### config.mk
export PLATFORM = sky130hd
export DESIGN_NAME = id_ex_pipe
export DESIGN_NICKNAME = d
export VERILOG_FILES = /design/src/rtl/id_ex_pipe_pkg.sv /design/src/rtl/id_ex_pipe_load_use_detect.sv /design/src/rtl/id_ex_pipe.sv
export SDC_FILE = /design/constraint.sdc
export NUM_CORES = 1
export LEC_CHECK = 0
export BUFFER_PORTS_ARGS = -buffer_cell sky130_fd_sc_hd__buf_4
export CAP_MARGIN = 15
export CORE_AREA = 2 2 135 137
export CTS_CLUSTER_SIZE = 40
export DETAILED_ROUTE_END_ITERATION = 10
export DIE_AREA = 0 0 137 139
export PLACE_DENSITY = 0.75
export SYNTH_ARGS = -nofsm -noshare
export SYNTH_HDL_FRONTEND = slang
export SYNTH_SLANG_ARGS = --single-unit
### constraint.sdc
create_clock -name clk -period 7.73 [get_ports clk]
set_input_delay 0.773 -clock clk [delete_from_list [all_inputs] [get_ports clk]]
set_output_delay 0.773 -clock clk [all_outputs]
set_load 0.05 [all_outputs]
### src/rtl/id_ex_pipe_pkg.sv
// Shared widths, the ID/EX payload layout and the update-selection encoding
// for the ID/EX pipeline register.
package id_ex_pipe_pkg;

   localparam int unsigned DATA_W = 32;
   localparam int unsigned CTRL_W = 16;
   localparam int unsigned REG_AW = 5;
   localparam int unsigned CNT_W  = 16;

   localparam logic [CNT_W-1:0] CNT_MAX = {CNT_W{1'b1}};

   // Everything that crosses from ID into EX, in one bundle
   typedef struct packed {
      logic              valid;
      logic [REG_AW-1:0] rs;
      logic [REG_AW-1:0] rt;
      logic [REG_AW-1:0] rd;
      logic [DATA_W-1:0] rs_data;
      logic [DATA_W-1:0] rt_data;
      logic [DATA_W-1:0] imm;
      logic [DATA_W-1:0] pc;
      logic [CTRL_W-1:0] ctrl;
      logic              reg_write;
      logic              mem_read;
   } ex_stage_t;

   // What the register bank does at the next edge, highest priority first
   typedef enum logic [1:0] {
      UPD_FLUSH  = 2'd0,
      UPD_HOLD   = 2'd1,
      UPD_HAZARD = 2'd2,
      UPD_LOAD   = 2'd3
   } upd_e;

   // A bubble kills every side effect; operand fields are left as they were
   function automatic ex_stage_t make_bubble(input ex_stage_t s);
      ex_stage_t b;
      b           = s;
      b.valid     = 1'b0;
      b.rd        = '0;
      b.ctrl      = '0;
      b.reg_write = 1'b0;
      b.mem_read  = 1'b0;
      return b;
   endfunction

endpackage

### src/rtl/id_ex_pipe_load_use_detect.sv
// Flags a load in EX whose destination is a source of the instruction in ID.
module load_use_detect
   import id_ex_pipe_pkg::*;
(
   input  logic              ex_valid,
   input  logic              ex_mem_read,
   input  logic [REG_AW-1:0] ex_rd,
   input  logic              id_valid,
   input  logic              id_uses_rs,
   input  logic              id_uses_rt,
   input  logic [REG_AW-1:0] id_rs,
   input  logic [REG_AW-1:0] id_rt,
   output logic              load_use
);

   logic ex_is_load;
   logic rs_hit;
   logic rt_hit;

   // $zero is never a real producer, so a load targeting it cannot stall
   always_comb begin
      ex_is_load = ex_valid & ex_mem_read & (ex_rd != '0);
      rs_hit     = id_uses_rs & (id_rs == ex_rd);
      rt_hit     = id_uses_rt & (id_rt == ex_rd);
      load_use   = ex_is_load & id_valid & (rs_hit | rt_hit);
   end

endmodule

### src/rtl/id_ex_pipe.sv
// ID/EX pipeline register with load-use bubble insertion, stall request
// towards PC/IF-ID and a saturating load-use bubble counter.
module id_ex_pipe
   import id_ex_pipe_pkg::*;
(
   input  logic              clk,
   input  logic              rst,
   input  logic              id_valid,
   input  logic [REG_AW-1:0] id_rs,
   input  logic [REG_AW-1:0] id_rt,
   input  logic [REG_AW-1:0] id_rd,
   input  logic              id_uses_rs,
   input  logic              id_uses_rt,
   input  logic [DATA_W-1:0] id_rs_data,
   input  logic [DATA_W-1:0] id_rt_data,
   input  logic [DATA_W-1:0] id_imm,
   input  logic [DATA_W-1:0] id_pc,
   input  logic [CTRL_W-1:0] id_ctrl,
   input  logic              id_reg_write,
   input  logic              id_mem_read,
   input  logic              flush,
   input  logic              hold,
   output logic              ex_valid,
   output logic [REG_AW-1:0] ex_rs,
   output logic [REG_AW-1:0] ex_rt,
   output logic [REG_AW-1:0] ex_rd,
   output logic [DATA_W-1:0] ex_rs_data,
   output logic [DATA_W-1:0] ex_rt_data,
   output logic [DATA_W-1:0] ex_imm,
   output logic [DATA_W-1:0] ex_pc,
   output logic [CTRL_W-1:0] ex_ctrl,
   output logic              ex_reg_write,
   output logic              ex_mem_read,
   output logic              stall_id,
   output logic [CNT_W-1:0]  load_use_cnt
);

   ex_stage_t        ex_q;
   ex_stage_t        ex_d;
   ex_stage_t        id_stage;
   logic [CNT_W-1:0] cnt_q;
   logic [CNT_W-1:0] cnt_d;
   logic             load_use;
   upd_e             upd;

   load_use_detect u_detect (
      .ex_valid    (ex_q.valid),
      .ex_mem_read (ex_q.mem_read),
      .ex_rd       (ex_q.rd),
      .id_valid    (id_valid),
      .id_uses_rs  (id_uses_rs),
      .id_uses_rt  (id_uses_rt),
      .id_rs       (id_rs),
      .id_rt       (id_rt),
      .load_use    (load_use)
   );

   // Gather the ID-side inputs into the payload layout
   always_comb begin
      id_stage           = '0;
      id_stage.valid     = id_valid;
      id_stage.rs        = id_rs;
      id_stage.rt        = id_rt;
      id_stage.rd        = id_rd;
      id_stage.rs_data   = id_rs_data;
      id_stage.rt_data   = id_rt_data;
      id_stage.imm       = id_imm;
      id_stage.pc        = id_pc;
      id_stage.ctrl      = id_ctrl;
      id_stage.reg_write = id_reg_write;
      id_stage.mem_read  = id_mem_read;
   end

   // A taken branch in EX kills ID outright, so it overrides hold and hazard
   always_comb begin
      upd      = UPD_LOAD;
      ex_d     = ex_q;
      cnt_d    = cnt_q;
      stall_id = (load_use | hold) & ~flush;

      if (flush) begin
         upd = UPD_FLUSH;
      end else if (hold) begin
         upd = UPD_HOLD;
      end else if (load_use) begin
         upd = UPD_HAZARD;
      end

      case (upd)
         UPD_FLUSH: begin
            ex_d = make_bubble(ex_q);
         end
         UPD_HOLD: begin
            ex_d = ex_q;
         end
         UPD_HAZARD: begin
            ex_d = make_bubble(ex_q);
            if (cnt_q != CNT_MAX) begin
               cnt_d = cnt_q + CNT_W'(1);
            end
         end
         default: begin
            ex_d = id_stage;
         end
      endcase
   end

   always_ff @(posedge clk or posedge rst) begin
      if (rst) begin
         ex_q  <= '0;
         cnt_q <= '0;
      end else begin
         ex_q  <= ex_d;
         cnt_q <= cnt_d;
      end
   end

   // Outputs are straight taps of the register bank
   always_comb begin
      ex_valid     = ex_q.valid;
      ex_rs        = ex_q.rs;
      ex_rt        = ex_q.rt;
      ex_rd        = ex_q.rd;
      ex_rs_data   = ex_q.rs_data;
      ex_rt_data   = ex_q.rt_data;
      ex_imm       = ex_q.imm;
      ex_pc        = ex_q.pc;
      ex_ctrl      = ex_q.ctrl;
      ex_reg_write = ex_q.reg_write;
      ex_mem_read  = ex_q.mem_read;
      load_use_cnt = cnt_q;
   end

endmodule

Word-level counts from Yosys, hierarchy flattened
Index checks and enable logic that the tools add are counted.
{"block": "op_classes", "n_reduce_logical": 5, "eq_ne": 5, "n_addsub": 1, "div": 0, "shifts": 0, "magnitude_cmp": 0, "n_bitwise": 12, "muxes": 4, "mul": 0}
{"cell": "$pmux W162 S2", "count": 1}
{"cell": "$add A16 B1 Y16 const B", "count": 1}
{"cell": "$ne A16 B16 Y1 const B", "count": 1}
{"cell": "$eq A5 B5 Y1", "count": 2}
{"cell": "$and A1 B1 Y1", "count": 7}
{"cell": "$reduce_bool A5 Y1", "count": 1}
{"cell": "$mux W2", "count": 2}
{"cell": "$reduce_and A2 Y1", "count": 2}
{"cell": "$not A1 Y1", "count": 3}
{"cell": "$eq A2 B1 Y1 const B", "count": 1}
{"cell": "$eq A2 B2 Y1 const B", "count": 1}
{"cell": "$logic_not A2 Y1", "count": 1}
{"cell": "$or A1 B1 Y1", "count": 2}
{"cell": "$reduce_or A2 Y1", "count": 1}
{"cell": "$mux W1", "count": 1}
{"block": "totals", "inputBits": 168, "word_cells": 39, "memories": 0, "mem_bits_ro": 0, "ramBits": 0, "output_inout_bits": 179, "ff_bits": 178, "latch_bits": 0}

Logic depth before layout (Yosys ltp)
{"block": "depth", "word_depth": 11, "mapped_depth": 7, "mapped_depth_nobuf": 6}

Cells and area by module
A second synthesis with hierarchy kept.
{"block": "unflattened", "hier_cells": 437, "hier_area_um2": 6897.9}
{"module": "id_ex_pipe", "instances": 1, "cells_per_inst": 420, "area_per_inst_um2": 6766.5, "seq_area_each_um2": 4454.3}
{"module": "load_use_detect", "instances": 1, "cells_per_inst": 17, "area_per_inst_um2": 131.4, "seq_area_each_um2": 0.0}

Worst setup path after synthesis
Ideal clock, no wire load.
{"block": "synth_path", "path_type": "input to output", "startpoint": "input id_rs[1]", "endpoint": "output stall_id", "setup_slack_ns": 4.413, "cell_stages": 6, "t_arrival_ns": 2.544, "required_time_ns": 6.957, "n_path_buf": 1, "cell_sequence": "xnor2_1 nand4_1 o22ai_4 nand2_1 clkbuf_1 a21oi_1"}
{"block": "synth_between", "elab_chain_len": 6}
{"item": "start: declaration", "line_no": "id_ex_pipe.sv:9", "text": "input logic [REG_AW-1:0] id_rs,"}
{"item": "$eq A5 B5 Y1", "line_no": "id_ex_pipe_load_use_detect.sv:23", "text": "rs_hit = id_uses_rs & (id_rs == ex_rd);"}
{"item": "$and A1 B1 Y1", "line_no": "id_ex_pipe_load_use_detect.sv:23"}
{"item": "$or A1 B1 Y1", "line_no": "id_ex_pipe_load_use_detect.sv:25", "text": "load_use = ex_is_load & id_valid & (rs_hit | rt_hit);"}
{"item": "$and A1 B1 Y1", "line_no": "id_ex_pipe_load_use_detect.sv:25"}
{"item": "$or A1 B1 Y1", "line_no": "id_ex_pipe.sv:79", "text": "stall_id = (load_use | hold) & ~flush;"}
{"item": "$and A1 B1 Y1", "line_no": "id_ex_pipe.sv:79"}
{"item": "end: declaration", "line_no": "id_ex_pipe.sv:34", "text": "output logic stall_id,"}
No other way between the ends.

Final worst setup path
{"block": "layout_path", "startpoint": "register ex_q, in the netlist ex_rd[2]", "endpoint": "output stall_id"}
{"block": "layout_between", "elab_chain_len": 6, "word_cells_on_any_way": 11, "classes_between": "2 x eq/ne; 8 x bitwise; 1 x reduce/logical"}
{"item": "start: declaration", "line_no": "id_ex_pipe.sv:38", "text": "ex_stage_t ex_q;"}
{"item": "start signal: assignment", "line_no": "id_ex_pipe.sv:110", "text": "ex_q <= '0;"}
{"item": "start signal: assignment", "line_no": "id_ex_pipe.sv:113", "text": "ex_q <= ex_d;"}
{"item": "$eq A5 B5 Y1, or another cell as far along", "line_no": "id_ex_pipe_load_use_detect.sv:23"}
{"item": "$and A1 B1 Y1 (on tied branches)", "line_no": "id_ex_pipe_load_use_detect.sv:23, id_ex_pipe_load_use_detect.sv:22, id_ex_pipe_load_use_detect.sv:24"}
{"item": "$or A1 B1 Y1 / $and A1 B1 Y1 (equally long branches)", "line_no": "id_ex_pipe_load_use_detect.sv:25"}
{"item": "$and A1 B1 Y1 *", "line_no": "id_ex_pipe_load_use_detect.sv:25"}
{"item": "$or A1 B1 Y1 *", "line_no": "id_ex_pipe.sv:79"}
{"item": "$and A1 B1 Y1 *", "line_no": "id_ex_pipe.sv:79"}
Mark *: on every way between the ends. The rest lies on a longest branch, timed or not.

==> metrics.md <==
| Metric | Value |
|---|---|
| Outcome | completed |
| Seq/Total Area, Yosys | 0.585 |
| Post-synthesis cell count | 463 |
| CP top delay family | compound AO/OA/AOI/OAI gates |
| Max stage delay on crit path | 0.54 ns |
| MaxCap Viol Count | 0 |
| FF/Latch Area | 4450 um^2 |
| Worst Hold Path EP | ex_ctrl[0] |
| Cells on worst reg2reg path | 5 |
| Post-layout min period | 3.67 ns |
| Wire per inst | 19.4 um |
| Max Fclk | 0.272 GHz |
| CTS tree | yes |
| Period utilisation layout | 0.475 |
| Worst Hold Class | flip-flop to flip-flop |
| Element type at the critical path end | output pin |
| IR drop worst, VDD | 0.179 mV |
| CP Launch Type | flip-flop |
| # setup viols final | 0 |
| Pre-antenna DRT Iters | 5 |
| DP Cell Count | 1018 |
| Width of the die | 137 um |
| RSZ-0062 raised after global routing | no |
| Initial Util | 0.431 |
| Worst slew pin tran | 1.09 ns |
| Crit path DAT | 2.90 ns |
| Post CTS Setup Buffer Count | 0 |
| Placer Congestion | 0.867 |
| Largest net degree at the start of global routing | 102 |
| Hold path start | ex_ctrl[0] |
| Clock buffer depth | 2 |
| Leakage | 5.41 nW |
| H-Tree Depth | 4 |
| Ant diodes | 0 |
| Most frequent cells in the layout | buf_4 (351), dfrtp_1 (178), mux2_4 (120), xnor2_1 (22), mux2_2 (20) |
| Inserted Clock Buffers | 17 |
| Post-cts resize count | 0 |
| Drt total wl | 20.4 mm |
| Metal1 wirelength | 8.03 mm |
| Number of synthesized register bits | 178 |
| Vias in the first global route | 5397 |
| Critical-path cell list | xnor2_1 -> nand4_1 -> o22ai_4 -> nand2_1 -> a21oi_1 -> buf_4 |
| Initial DRC Count | 252 |
| Hold Vio Cnt, Final | 0 |
| FF-to-FF End | ex_pc[0] |
| Syn_area_per_cell | 16.4 um^2 |
| Clock Sinks | 178 |
| Reg2Reg Setup Slack | 4.17 ns |
| Port Buffer Count | 346 |
| Post-synth EDFFs | 0 |
| Area after DPL | 10300 um^2 |
| Vias | 5245 |
| Power Dens Cells | 277 nW/um^2 |
| Syn Nets | 632 |
| Final Cell Area | 10900 um^2 |
| Mapped cell area | 7620 um^2 |
| Post-route clock skew | 0.0102 ns |
| FP Rows | 49 |
| Nets | 978 |
| Core Area | 17700 um^2 |
| GRT overflow | 0 |
| Hold-fix buffers, CTS | 0 |
| Post-synth cell types | 37 |
| Synth warn | 0 |
| Synth async-reset ratio | 1.00 |
| First-pass GRT wire length | 30.7 mm |
| WP buf/inv | 1 |
| Worst setup margin | 4.06 ns |
| Via density | 5.00 |
| Pre-CTS WS | 3.97 ns |
| Clock-pin slew on the worst setup and hold paths | 0.07 ns |
| DRC errors left | 0 |
| GRT Overall Usage | 0.212 |
| Slew Viols, Final | 0 |
| CTS root buf | clkbuf_16 |
| Initial antenna violation count | 0 |
| DR WL met3 | 1.85 mm |
| Final antenna-violating net count | 0 |
| CP max stage cell | nand2_1 |
| DR WL met2 | 9.91 mm |
| Multi-input gate area | 2870 um^2 |
| Setup Crit Path Kind | flip-flop to output pin |
| Final Hold Slack | 0.496 ns |
| Worst R2R Start | ex_rd[0] |
| Rel. slew slack | 0.276 |
| Fin cells | 1049 |
| Commonest non-fill, non-tap cell in the layout | buf_4 |
| WHS Path Cells | 1 |
| Synth-to-layout area growth | 43.6% |
| Setup TNS | 0 ns |
| Max Used Layer | met4 |
| Synth Flop Type | dfrtp_1 |
| Post-layout util | 0.619 |
| Share of layout cells above drive strength 1 | 0.643 |
| Die Y | 139 um |
| Filler cells | 1359 |
| I/O pin count | 347 |
| Total power | 3.03 mW |
| CP required | 6.96 ns |
| Max FO, Critical Path | 18 |
| Die Area | 19000 um^2 |
| Hpwl dp | 14.7 mm |
| Clock Latency Late Sink | 0.43 ns |
## state kept, by name (all words and copies together), names as in the netlist
register / flops
ex_ctrl: 16
ex_rs: 5
ex_rd: 5
ex_rs_data: 32
ex_reg_write: 1
ex_rt_data: 32
ex_rt: 5
ex_mem_read: 1
ex_pc: 32
load_use_cnt: 16
ex_valid: 1
ex_imm: 32
## synthesized netlist by cell type (2+ instances only)
cell,instances,area [um^2]
a21oi_1,3,15.0
nand2_1,17,63.8
dfrtp_1,178,4450
nor3_1,2,10.0
buf_6,3,33.8
nor2_1,5,18.8
nand3_1,10,50.1
buf_12,10,200
mux2_2,20,225
mux2_4,120,1800
buf_2,2,10.0
a32o_1,17,170
inv_1,4,15.0
o22ai_1,6,37.5
clkbuf_1,8,30.0
and3_1,6,37.5
xnor2_1,22,193
xor2_1,2,17.5
nand4_1,10,62.6
## how the worst max path moves through the flow
stage,from,to,slack [ns],cells after the start
6_report,ex_rd[2],stall_id,4.06,6
4_1_cts,ex_rd[3],stall_id,4.05,6
5_1_grt,ex_rd[2],stall_id,3.89,6
3_3_place_gp,id_rt[3],ex_rs[2],4.03,7
3_5_place_dp,id_rt[3],ex_pc[0],3.97,7
2_1_floorplan,rst,ex_ctrl[0],2.13,1
## cell families after synthesis
family,count (synthesis),share of synthesized area
adders and majority gates,1,0.00164
and+or+nand+nor,60,0.0429
AOI/OAI and AO/OA,32,0.0370
xor gates and xnor gates,24,0.0276
DFF,178,0.585
muxes,140,0.266
buffers and inverters,28,0.0399
## per-layer routing
layer,vias to the layer above,global-route usage
met5,-,0
met4,0,0.0819
met3,38,0.0724
met2,268,0.350
met1,2581,0.256
li1,2358,-
## worst reg2reg max path, cell delays in order (launching register included)
cell and delay (ns):
dfrtp_1 0.50, nor4_1 0.47, a21oi_1 0.22, a21oi_4 0.81
buf_4 0.92, mux2_2 0.52
## report_power, final
| group | switching (mW) | internal [mW] |
|---|---|---|
| Combinational | 0.569 | 0.354 |
| Sequential | 0.0702 | 1.05 |
| Clock | 0.384 | 0.612 |
## final cells by class
type / count / share of cell area
Timing Repair Buffer: 351 / 0.241
Sequential cell: 178 / 0.407
Multi-Input combinational cell: 257 / 0.262
Inverter: 4 / 0.00183
Tap cell: 229 / 0.0262
Clock buffer: 17 / 0.0389
Clock inverter: 13 / 0.0225
Note: power is estimated with default switching activity, not from simulation.
